## config.mk

```make
export PLATFORM = sky130hd
export DESIGN_NAME = mockingboard_psg_decoder_flat
export DESIGN_NICKNAME = d
export VERILOG_FILES = /design/src/rtl/mockingboard_psg_decoder_if.sv /design/src/rtl/mockingboard_psg_decoder.sv /design/src/flat_wrapper.sv
export SDC_FILE = /design/constraint.sdc
export NUM_CORES = 1
export LEC_CHECK = 0
export ABC_AREA = 1
export CAP_MARGIN = 20
export CORE_MARGIN = 5
export CORE_UTILIZATION = 30
export DETAILED_ROUTE_END_ITERATION = 8
export SYNTH_ARGS = -nofsm -noshare
export SYNTH_HDL_FRONTEND = slang
export SYNTH_SLANG_ARGS = --single-unit
```

## constraint.sdc

```tcl
create_clock -name clk_logic -period 3.6 [get_ports clk_logic]
set_clock_uncertainty 0.1 [all_clocks]
set_input_delay 0.54 -clock clk_logic [delete_from_list [all_inputs] [get_ports clk_logic]]
set_output_delay 0.54 -clock clk_logic [all_outputs]
set_load 0.02 [all_outputs]
```

## src/rtl/mockingboard_psg_decoder_if.sv

```systemverilog
`default_nettype none
// ============================================================================
// Module  : mockingboard_psg_decoder_if
// Brief   : Snooped 6502 bus strobe and PSG event stream bundle.
// Revision: 1.0 - initial release
// ============================================================================
interface mockingboard_psg_decoder_if;
  logic        phi1_posedge;
  logic [15:0] addr;
  logic [7:0]  data;
  logic        rw_n;

  logic        evt_valid;
  logic        evt_ready;
  logic        evt_chip;
  logic        evt_reset;
  logic [3:0]  evt_reg;
  logic [7:0]  evt_data;
  logic        ovf_o;

  modport master (
    output phi1_posedge, addr, data, rw_n, evt_ready,
    input  evt_valid, evt_chip, evt_reset, evt_reg, evt_data, ovf_o
  );

  modport slave (
    input  phi1_posedge, addr, data, rw_n, evt_ready,
    output evt_valid, evt_chip, evt_reset, evt_reg, evt_data, ovf_o
  );
endinterface
`default_nettype wire

```

## src/rtl/mockingboard_psg_decoder.sv

```systemverilog
`default_nettype none
// ============================================================================
// Module  : mockingboard_psg_decoder
// Brief   : Passive Mockingboard snooper; rebuilds AY-3-8913 writes/resets.
// Revision: 1.0 - initial release
// ============================================================================
module mockingboard_psg_decoder #(
  parameter int SLOT       = 4,
  parameter bit ENABLE     = 1'b1,
  parameter int FIFO_DEPTH = 8
) (
  input  logic                       clk_logic,
  input  logic                       system_reset_n,
  mockingboard_psg_decoder_if.slave  bus
);

  localparam int          c_ptr_w  = $clog2(FIFO_DEPTH);
  localparam int          c_evt_w  = 14;
  localparam logic [3:0]  c_slot   = SLOT[3:0];
  localparam logic [c_ptr_w:0] c_ptr_one = 1;

  typedef enum logic [2:0] {
    CMD_INACTIVE = 3'd0,
    CMD_READ     = 3'd1,
    CMD_WRITE    = 3'd2,
    CMD_LATCH    = 3'd3,
    CMD_RESET    = 3'd4
  } cmd_t;

  function automatic logic [7:0] pins(input logic [7:0] out_reg, input logic [7:0] ddr);
    return (out_reg & ddr) | ~ddr;
  endfunction

  function automatic cmd_t decode(input logic [7:0] pb);
    cmd_t c;
    if (!pb[2]) begin
      c = CMD_RESET;
    end else begin
      case (pb[1:0])
        2'b11:   c = CMD_LATCH;
        2'b10:   c = CMD_WRITE;
        2'b01:   c = CMD_READ;
        default: c = CMD_INACTIVE;
      endcase
    end
    return c;
  endfunction

  // Shadow VIA registers and bus-control state, indexed by side (addr[7])
  logic [7:0] r_orb  [2];
  logic [7:0] r_ora  [2];
  logic [7:0] r_ddrb [2];
  logic [7:0] r_ddra [2];
  cmd_t       r_cmd  [2];
  logic [3:0] r_reg_q  [2];
  logic       r_reg_ok [2];

  logic [7:0] w_orb_nxt  [2];
  logic [7:0] w_ora_nxt  [2];
  logic [7:0] w_ddrb_nxt [2];
  logic [7:0] w_ddra_nxt [2];
  cmd_t       w_cmd_nxt  [2];
  logic [3:0] w_reg_q_nxt  [2];
  logic       w_reg_ok_nxt [2];

  logic               w_hit;
  logic               w_known;
  logic               w_side;
  logic [3:0]         w_regn;
  logic [7:0]         w_orb_n, w_ora_n, w_ddrb_n, w_ddra_n;
  logic [7:0]         w_pb_new, w_pa_new, w_pa_old;
  logic               w_pa_chg;
  cmd_t               w_cmd_old, w_cmd_new;
  logic               w_push;
  logic [c_evt_w-1:0] w_push_entry;
  logic               w_unused_addr;

  assign w_side        = bus.addr[7];
  assign w_regn        = bus.addr[3:0];
  assign w_unused_addr = &{1'b0, bus.addr[6:4]};
  assign w_hit         = bus.phi1_posedge & ~bus.rw_n & ENABLE
                       & (bus.addr[15:8] == {4'hC, c_slot});

  always_comb begin
    w_orb_nxt    = r_orb;
    w_ora_nxt    = r_ora;
    w_ddrb_nxt   = r_ddrb;
    w_ddra_nxt   = r_ddra;
    w_cmd_nxt    = r_cmd;
    w_reg_q_nxt  = r_reg_q;
    w_reg_ok_nxt = r_reg_ok;
    w_push       = 1'b0;
    w_push_entry = '0;
    w_known      = 1'b1;

    w_orb_n  = r_orb[w_side];
    w_ora_n  = r_ora[w_side];
    w_ddrb_n = r_ddrb[w_side];
    w_ddra_n = r_ddra[w_side];
    case (w_regn)
      4'd0:        w_orb_n  = bus.data;
      4'd1, 4'd15: w_ora_n  = bus.data;
      4'd2:        w_ddrb_n = bus.data;
      4'd3:        w_ddra_n = bus.data;
      default:     w_known  = 1'b0;
    endcase

    w_pb_new  = pins(w_orb_n, w_ddrb_n);
    w_pa_new  = pins(w_ora_n, w_ddra_n);
    w_pa_old  = pins(r_ora[w_side], r_ddra[w_side]);
    w_pa_chg  = (w_pa_new != w_pa_old);
    w_cmd_old = r_cmd[w_side];
    w_cmd_new = decode(w_pb_new);

    // Unmapped VIA registers leave every piece of state untouched
    if (w_hit && w_known) begin
      w_orb_nxt[w_side]  = w_orb_n;
      w_ora_nxt[w_side]  = w_ora_n;
      w_ddrb_nxt[w_side] = w_ddrb_n;
      w_ddra_nxt[w_side] = w_ddra_n;
      w_cmd_nxt[w_side]  = w_cmd_new;

      if (w_cmd_new == CMD_RESET && w_cmd_old != CMD_RESET) begin
        w_push               = 1'b1;
        w_push_entry         = {w_side, 1'b1, 4'd0, 8'd0};
        w_reg_q_nxt[w_side]  = 4'd0;
        w_reg_ok_nxt[w_side] = 1'b0;
      end else if (w_cmd_new == CMD_LATCH && (w_cmd_old != CMD_LATCH || w_pa_chg)) begin
        w_reg_q_nxt[w_side]  = w_pa_new[3:0];
        w_reg_ok_nxt[w_side] = (w_pa_new[7:4] == 4'd0);
      end else if (w_cmd_new == CMD_WRITE && r_reg_ok[w_side]
                   && (w_cmd_old != CMD_WRITE || w_pa_chg)) begin
        w_push       = 1'b1;
        w_push_entry = {w_side, 1'b0, r_reg_q[w_side], w_pa_new};
      end
    end
  end

  always_ff @(posedge clk_logic) begin
    if (!system_reset_n) begin
      for (int s = 0; s < 2; s++) begin
        r_orb[s]    <= '0;
        r_ora[s]    <= '0;
        r_ddrb[s]   <= '0;
        r_ddra[s]   <= '0;
        r_cmd[s]    <= CMD_INACTIVE;
        r_reg_q[s]  <= '0;
        r_reg_ok[s] <= 1'b0;
      end
    end else begin
      r_orb    <= w_orb_nxt;
      r_ora    <= w_ora_nxt;
      r_ddrb   <= w_ddrb_nxt;
      r_ddra   <= w_ddra_nxt;
      r_cmd    <= w_cmd_nxt;
      r_reg_q  <= w_reg_q_nxt;
      r_reg_ok <= w_reg_ok_nxt;
    end
  end

  // Event FIFO: pointers carry an extra wrap bit to tell full from empty
  logic [c_evt_w-1:0] r_mem [FIFO_DEPTH];
  logic [c_ptr_w:0]   r_wr_ptr, r_rd_ptr;
  logic               r_ovf;
  logic               w_empty, w_full, w_pop, w_push_ok, w_drop;
  logic [c_evt_w-1:0] w_head;

  assign w_empty   = (r_wr_ptr == r_rd_ptr);
  assign w_full    = (r_wr_ptr[c_ptr_w] != r_rd_ptr[c_ptr_w])
                   && (r_wr_ptr[c_ptr_w-1:0] == r_rd_ptr[c_ptr_w-1:0]);
  assign w_pop     = ~w_empty & bus.evt_ready;
  assign w_push_ok = w_push & (~w_full | w_pop);
  assign w_drop    = w_push & w_full & ~w_pop;

  always_ff @(posedge clk_logic) begin
    if (!system_reset_n) begin
      r_wr_ptr <= '0;
      r_rd_ptr <= '0;
      r_ovf    <= 1'b0;
    end else begin
      if (w_push_ok) r_wr_ptr <= r_wr_ptr + c_ptr_one;
      if (w_pop)     r_rd_ptr <= r_rd_ptr + c_ptr_one;
      if (w_drop)    r_ovf    <= 1'b1;
    end
  end

  always_ff @(posedge clk_logic) begin
    if (w_push_ok) r_mem[r_wr_ptr[c_ptr_w-1:0]] <= w_push_entry;
  end

  assign w_head = w_empty ? '0 : r_mem[r_rd_ptr[c_ptr_w-1:0]];

  assign bus.evt_valid = ~w_empty;
  assign bus.evt_chip  = w_head[13];
  assign bus.evt_reset = w_head[12];
  assign bus.evt_reg   = w_head[11:8];
  assign bus.evt_data  = w_head[7:0];
  assign bus.ovf_o     = r_ovf;

endmodule
`default_nettype wire

```

## src/flat_wrapper.sv

```systemverilog
// flat-port wrapper written by rule: the top's interface ports become plain ports
module mockingboard_psg_decoder_flat 
#(
  parameter int SLOT       = 4,
  parameter bit ENABLE     = 1'b1,
  parameter int FIFO_DEPTH = 8
)
  (clk_logic, system_reset_n, bus_phi1_posedge, bus_addr, bus_data, bus_rw_n, bus_evt_ready, bus_evt_valid, bus_evt_chip, bus_evt_reset, bus_evt_reg, bus_evt_data, bus_ovf_o);
  mockingboard_psg_decoder_if bus_i ();
  input  logic clk_logic;
  input  logic system_reset_n;
  input wire logic [$bits(bus_i.phi1_posedge)-1:0] bus_phi1_posedge;
  input wire logic [$bits(bus_i.addr)-1:0] bus_addr;
  input wire logic [$bits(bus_i.data)-1:0] bus_data;
  input wire logic [$bits(bus_i.rw_n)-1:0] bus_rw_n;
  input wire logic [$bits(bus_i.evt_ready)-1:0] bus_evt_ready;
  output wire logic [$bits(bus_i.evt_valid)-1:0] bus_evt_valid;
  output wire logic [$bits(bus_i.evt_chip)-1:0] bus_evt_chip;
  output wire logic [$bits(bus_i.evt_reset)-1:0] bus_evt_reset;
  output wire logic [$bits(bus_i.evt_reg)-1:0] bus_evt_reg;
  output wire logic [$bits(bus_i.evt_data)-1:0] bus_evt_data;
  output wire logic [$bits(bus_i.ovf_o)-1:0] bus_ovf_o;
  assign bus_i.phi1_posedge = bus_phi1_posedge;
  assign bus_i.addr = bus_addr;
  assign bus_i.data = bus_data;
  assign bus_i.rw_n = bus_rw_n;
  assign bus_i.evt_ready = bus_evt_ready;
  assign bus_evt_valid = bus_i.evt_valid;
  assign bus_evt_chip = bus_i.evt_chip;
  assign bus_evt_reset = bus_i.evt_reset;
  assign bus_evt_reg = bus_i.evt_reg;
  assign bus_evt_data = bus_i.evt_data;
  assign bus_ovf_o = bus_i.ovf_o;
  mockingboard_psg_decoder #(.SLOT(SLOT), .ENABLE(ENABLE), .FIFO_DEPTH(FIFO_DEPTH)) u_core (.clk_logic(clk_logic), .system_reset_n(system_reset_n), .bus(bus_i));
endmodule
```

==> run summary, run 1 <==
placed instance count: 1367
fin. max-slew vios: 0
Setup-failing EPs final: 0
cell row count: 62
Post-CTS Hold Buffers: 0
CTS tree: built
DR iter-0 viols: 502
share of layout cells above drive strength 1: 0.125
minimum clock period: 3.37 ns
Simple-Gate Fraction of Synth Area: 0.199
adder-cell share of the synthesized area: 0.00291
Die ar.: 0.0322 mm^2
Syn Area/Cell: 8.95 um^2
Fin Hold WS: 0.348 ns
# Post-CTS Setup Buffers: 0
Port Buffers: 41
Synth Net Count: 992
post-synthesis mux area share: 0
CP dominant cell by count: inv_1
clock root buffer: clkbuf_16
grt ovf: 0
CTS Sinks: 184
Pleak: 0.00354 uW
Tcrit/Tclk final: 0.936
Initial Util: 0.302
CP endpoint kind: primary output
Hold Crit Class: flip-flop to flip-flop
global placer's final weighted congestion: 0.810
Worst-Skew Late Latency: 0.43 ns
Final Net Count: 1034
post-layout util: 0.355
number of gates resized after CTS: 0
Layout Cells excl Fill: 1400
Num CTS Buffers: 17
largest net degree at the start of global routing: 57
mapped cell area: 0.00860 mm^2
kind of critical path: flip-flop to primary output
largest family of logic cells by synthesized area: simple AND/OR/NAND/NOR gates
diode count: 0
Cells after Synth: 961
WP data arrival: 2.73 ns
CTS H-tree depth: 4
drt drc: 0
VDD IR max: 0.207 mV
post-synthesis sequential area ratio: 0.559
Compound-Gate Fraction of Synth Area: 0.162
Max-cap violations: 0
RSZ-0062 raised after global routing: no
layout overhead on the synthesized area: 17.6%
status: finished clean
WP data required: 2.96 ns
Synth Area in XOR/XNOR: 0.00407
final wirelength: 20.5 mm
slowest stage delay, CP: 0.67 ns
slew margin rel.: 0.260
antenna-violating nets left: 0
Warnings, synthesis: 0
HPWL Detailed: 13.2 mm
critical path's slowest cell: clkdlybuf4s50_1
Total Routing Usage GR: 0.131
setup TNS: 0 ns
Total Power: 4560 uW
die height: 179 um
core area: 0.0285 mm^2
synth top area cells: edfxtp_1, dfxtp_1, o21ai_0, nand2_1, nor2_1
PD cells: 450 mW/mm^2
First-pass DRT Iterations: 5
initial antenna violation count: 0
flops & latches, synth: 184
Synth area leader: edfxtp_1
routed vias: 6631
Hold Vio Cnt, Final: 0
num ports: 45
Startpoint Class: flip-flop
WL per Instance: 14.7 um
Slew @ Worst Pin: 1.10 ns
max frequency: 297 MHz
DIE WIDTH: 179 um
Reg clk slew, reported paths: 0.07 ns
vias in the first global route: 6193
share of the synthesized area in the top cell type: 0.391
Critical Path Fanout Max: 16
CTS Buffer Depth: 2
crit-path cells: inv_1, nand2_1, a21oi_1, nand3_1, nor2_1, inv_1, buf_4, o21ai_0, a31oi_1, clkdlybuf4s50_1
first-pass GRT wire length: 33.0 mm
number of vias per cell: 4.74
Unique masters post-synth: 37
[flip-flops by register name, indices dropped and copies added, names as in the netlist, named ones only]
name / count
u_core.r_orb: 6
u_core.r_mem: 112
u_core.r_cmd: 6
u_core.r_ora: 16
u_core.r_reg_q: 8
u_core.r_ddrb: 6
u_core.r_wr_ptr: 4
u_core.bus.ovf_o: 1
u_core.r_reg_ok: 2
u_core.r_rd_ptr: 4
u_core.r_ddra: 16
[through the flow]
step                      setup WS, ns  cell area, um^2
after floorplan                  0.324             8600
after global placement           0.131             9560
after detailed placement        0.0196             9560
after CTS                        0.267            10100
after global routing            0.0960            10100
final                            0.229            10100
[power breakdown]
group	internal, uW	switching (uW)
logic	203	346
clock network	914	875
registers	2210	5.43
[Yosys cell counts, drive strengths merged]
master,n
clkinv,3
nand4,20
ha,2
nor3,14
o211ai,5
a31o,1
nand2,171
or2,2
nand3b,4
a21oi,73
edfxtp,112
inv,89
clkbuf,38
nand3,39
and3,2
dfxtp,72
xor2,2
o21ai,144
buf,15
o22ai,14
nor2,116
a31oi,14
xnor2,2
o21a,7
[cell families (layout without fill, tap and decap cells)]
family / after synthesis / count (layout)
AO/OA/AOI/OAI: 258 / 258
XOR/XNOR: 4 / 4
adder cells (fa/ha/maj): 2 / 2
buffers and inverters: 145 / 200
flip-flops: 184 / 184
AND/OR/NAND/NOR: 368 / 368
[critical path: cells and delay by family, from the launching register on]
kind            cells  cell delay, ns
compound gates      3            0.47
buf+inv             4            1.12
flops               1            0.47
simple gates        3            0.22
[per-layer routing]
| layer | track usage | part of all wire | vias to the layer above |
|---|---|---|---|
| met5 | 0 | 0 | - |
| met2 | 0.217 | 0.47 | 149 |
| met1 | 0.179 | 0.47 | 3102 |
| met3 | 0.0227 | 0.043 | 12 |
| li1 | - | - | 3368 |
| met4 | 0.0324 | 0.0092 | 0 |
[worst paths after layout]
kind                              startpoint                      endpoint  slack [ns]  cells after the start
min             u_core.r_orb[2]$_SDFFE_PN0P_  u_core.r_orb[2]$_SDFFE_PN0P_        0.35                      2
min reg2reg     u_core.r_orb[2]$_SDFFE_PN0P_  u_core.r_orb[2]$_SDFFE_PN0P_        0.35                      2
max          u_core.r_wr_ptr[1]$_SDFFE_PN0P_                  bus_evt_chip        0.23                     10
max reg2reg  u_core.r_wr_ptr[1]$_SDFFE_PN0P_  u_core.r_mem[1][3]$_DFFE_PP_        0.89                     12
[cell type report]
cell class	instances	area, um^2
Clock buffer	17	425
Clock inverter	15	129
Multi-Input combinational cell	632	3190
Tap cell	384	480
Timing Repair Buffer	76	743
Sequential cell	184	4810
Fill cell	2916	18400
Inverter	92	345
[cells in the final DEF (no fill, tap or decap), types with 5 or more instances in the layout]
cell,n
a21oi_1,73
a31oi_1,14
buf_12,6
buf_4,28
clkbuf_16,17
clkdlybuf4s50_1,40
dfxtp_1,71
edfxtp_1,112
inv_1,84
inv_2,5
inv_8,6
nand2_1,152
nand2_2,13
nand2_4,6
nand3_1,28
nand3_2,11
nand4_1,18
nor2_1,112
nor3_1,8
nor3_2,5
o211ai_1,5
o21a_1,7
o21ai_0,127
o21ai_1,7
o21ai_2,10
o22ai_1,14
(Power assumes the default switching activity.)
==> inputs of run 2 (changes only) <==
--- a/config.mk
+++ b/config.mk
@@ -8,7 +8,7 @@
 export ABC_AREA = 1
 export CAP_MARGIN = 20
 export CORE_MARGIN = 5
-export CORE_UTILIZATION = 30
+export CORE_UTILIZATION = 40
 export DETAILED_ROUTE_END_ITERATION = 8
 export SYNTH_ARGS = -nofsm -noshare
 export SYNTH_HDL_FRONTEND = slang
==> run 2 against run 1 <==
Wire length is 2.8% lower. Clock power shrank 4%. Combinational power grew 0.9%. First-iteration DRC count decreased by 7.0%. Via count up 0.11%. Critical endpoint unchanged. Highest routed layer unchanged.
==> run summary, run 2 (synthesized netlist as in run 1, its figures left out) <==
status: finished clean
number of vias per cell: 5.11
routed vias: 6638
DIE WIDTH: 157 um
Placement Setup Slack: 0.0540 ns
Num CTS Buffers: 17
Total Power: 4490 uW
grt ovf: 0
drt drc: 0
Total Routing Usage GR: 0.168
Startpoint Class: flip-flop
cell row count: 53
Setup-failing EPs final: 0
share of layout cells above drive strength 1: 0.132
max reg flops: 112
WP data arrival: 2.67 ns
Port Buffers: 41
Hold Vio Cnt, Final: 0
WP data required: 2.96 ns
RSZ-0062 raised after global routing: no
Hold Crit Class: flip-flop to flip-flop
CTS Sinks: 184
placed instance count: 1264
CTS H-tree depth: 4
global placer's final weighted congestion: 0.844
post-layout util: 0.474
HPWL Detailed: 13.4 mm
die height: 157 um
most common cell after layout, fill and taps aside: nand2_1
setup ws final: 0.293 ns
First-pass DRT Iterations: 5
Critical Path Fanout Max: 24
Worst-Skew Late Latency: 0.43 ns
num ports: 45
PD cells: 449 mW/mm^2
Pleak: 0.00356 uW
VDD IR max: 0.323 mV
flip-flop and latch area: 0.00481 mm^2
antenna-violating nets left: 0
vias in the first global route: 6360
max frequency: 302 MHz
Max-cap violations: 0
Filler cells: 2011
Die ar.: 0.0245 mm^2
largest net degree at the start of global routing: 57
kind of critical path: flip-flop to primary output
CTS tree: built
CP endpoint kind: primary output
minimum clock period: 3.31 ns
Final Net Count: 1041
Reg clk slew, reported paths: 0.07 ns
Initial Util: 0.408
most frequent cells in the layout: nand2_1, o21ai_0, nor2_1, edfxtp_1, inv_1
Post-CTS Hold Buffers: 0
initial antenna violation count: 0
clock root buffer: clkbuf_16
WL per Instance: 15.4 um
setup TNS: 0 ns
Layout Cells excl Fill: 1298
slew margin rel.: 0.265
fin. max-slew vios: 0
Slew @ Worst Pin: 1.09 ns
final wirelength: 19.9 mm
area of the multi-input gates: 0.00319 mm^2
DR iter-0 viols: 467
core area: 0.0211 mm^2
CTS Buffer Depth: 2
first-pass GRT wire length: 33.1 mm
diode count: 0
Tcrit/Tclk final: 0.918
layout overhead on the synthesized area: 16.1%
run 2: timing repair:
action	4_1_cts	5_1_grt
resized for setup	0	1
buffers inserted	0	1
setup endpoints to repair	0	14
run 2: worst max-delay path, cell delays in order (launching register included):
cell,delay (ns)
dfxtp_2,0.32
inv_1,0.32
buf_4,0.35
o21ai_0,0.15
o22ai_1,0.13
o21ai_0,0.16
a31oi_1,0.19
clkdlybuf4s50_1,0.63
run 2: cell type report:
class                      count  share of cell area
timing repair buffer          83              0.0759
sequential                   184               0.481
tap                          275              0.0345
clock inverter                13             0.00965
multi-input combinational    632               0.319
clock buffer                  19              0.0443
inverter                      92              0.0350
run 2: path summary, 6_finish.rpt:
kind | slack [ns] | cells after the start | from | end
max reg2reg | 1.00 | 12 | u_core.r_wr_ptr[1]$_SDFFE_PN0P_ | u_core.r_mem[6][9]$_DFFE_PP_
max | 0.29 | 7 | flip-flop | bus_evt_chip
min | 0.35 | 2 | u_core.r_ora[5]$_SDFFE_PN0P_ | u_core.r_ora[5]$_SDFFE_PN0P_
min reg2reg | 0.35 | 2 | u_core.r_ora[5]$_SDFFE_PN0P_ | u_core.r_ora[5]$_SDFFE_PN0P_
run 2: through the flow:
step / instance area, um^2 / hold slack [ns]
after global routing: 9990 / 0.366
after global placement: 9420 / 0.332
after detailed placement: 9420 / 0.338
after floorplan: 8600 / 0.324
after CTS: 9960 / 0.349
final: 9990 / 0.345
run 2: routing by layer:
layer	vias up	global-route usage	share of wire
li1	3392	-	-
met1	3089	0.219	0.46
met2	131	0.288	0.49
met3	26	0.0271	0.034
met4	0	0.0537	0.018
met5	-	0	0
run 2: power breakdown:
group / switching [uW] / total, uW / internal (uW) / leakage [uW]
combinational: 343 / 555 / 212 / 0.00189
sequential: 9.17 / 2220 / 2210 / 0.00139
clock: 799 / 1710 / 910 / 0.000273
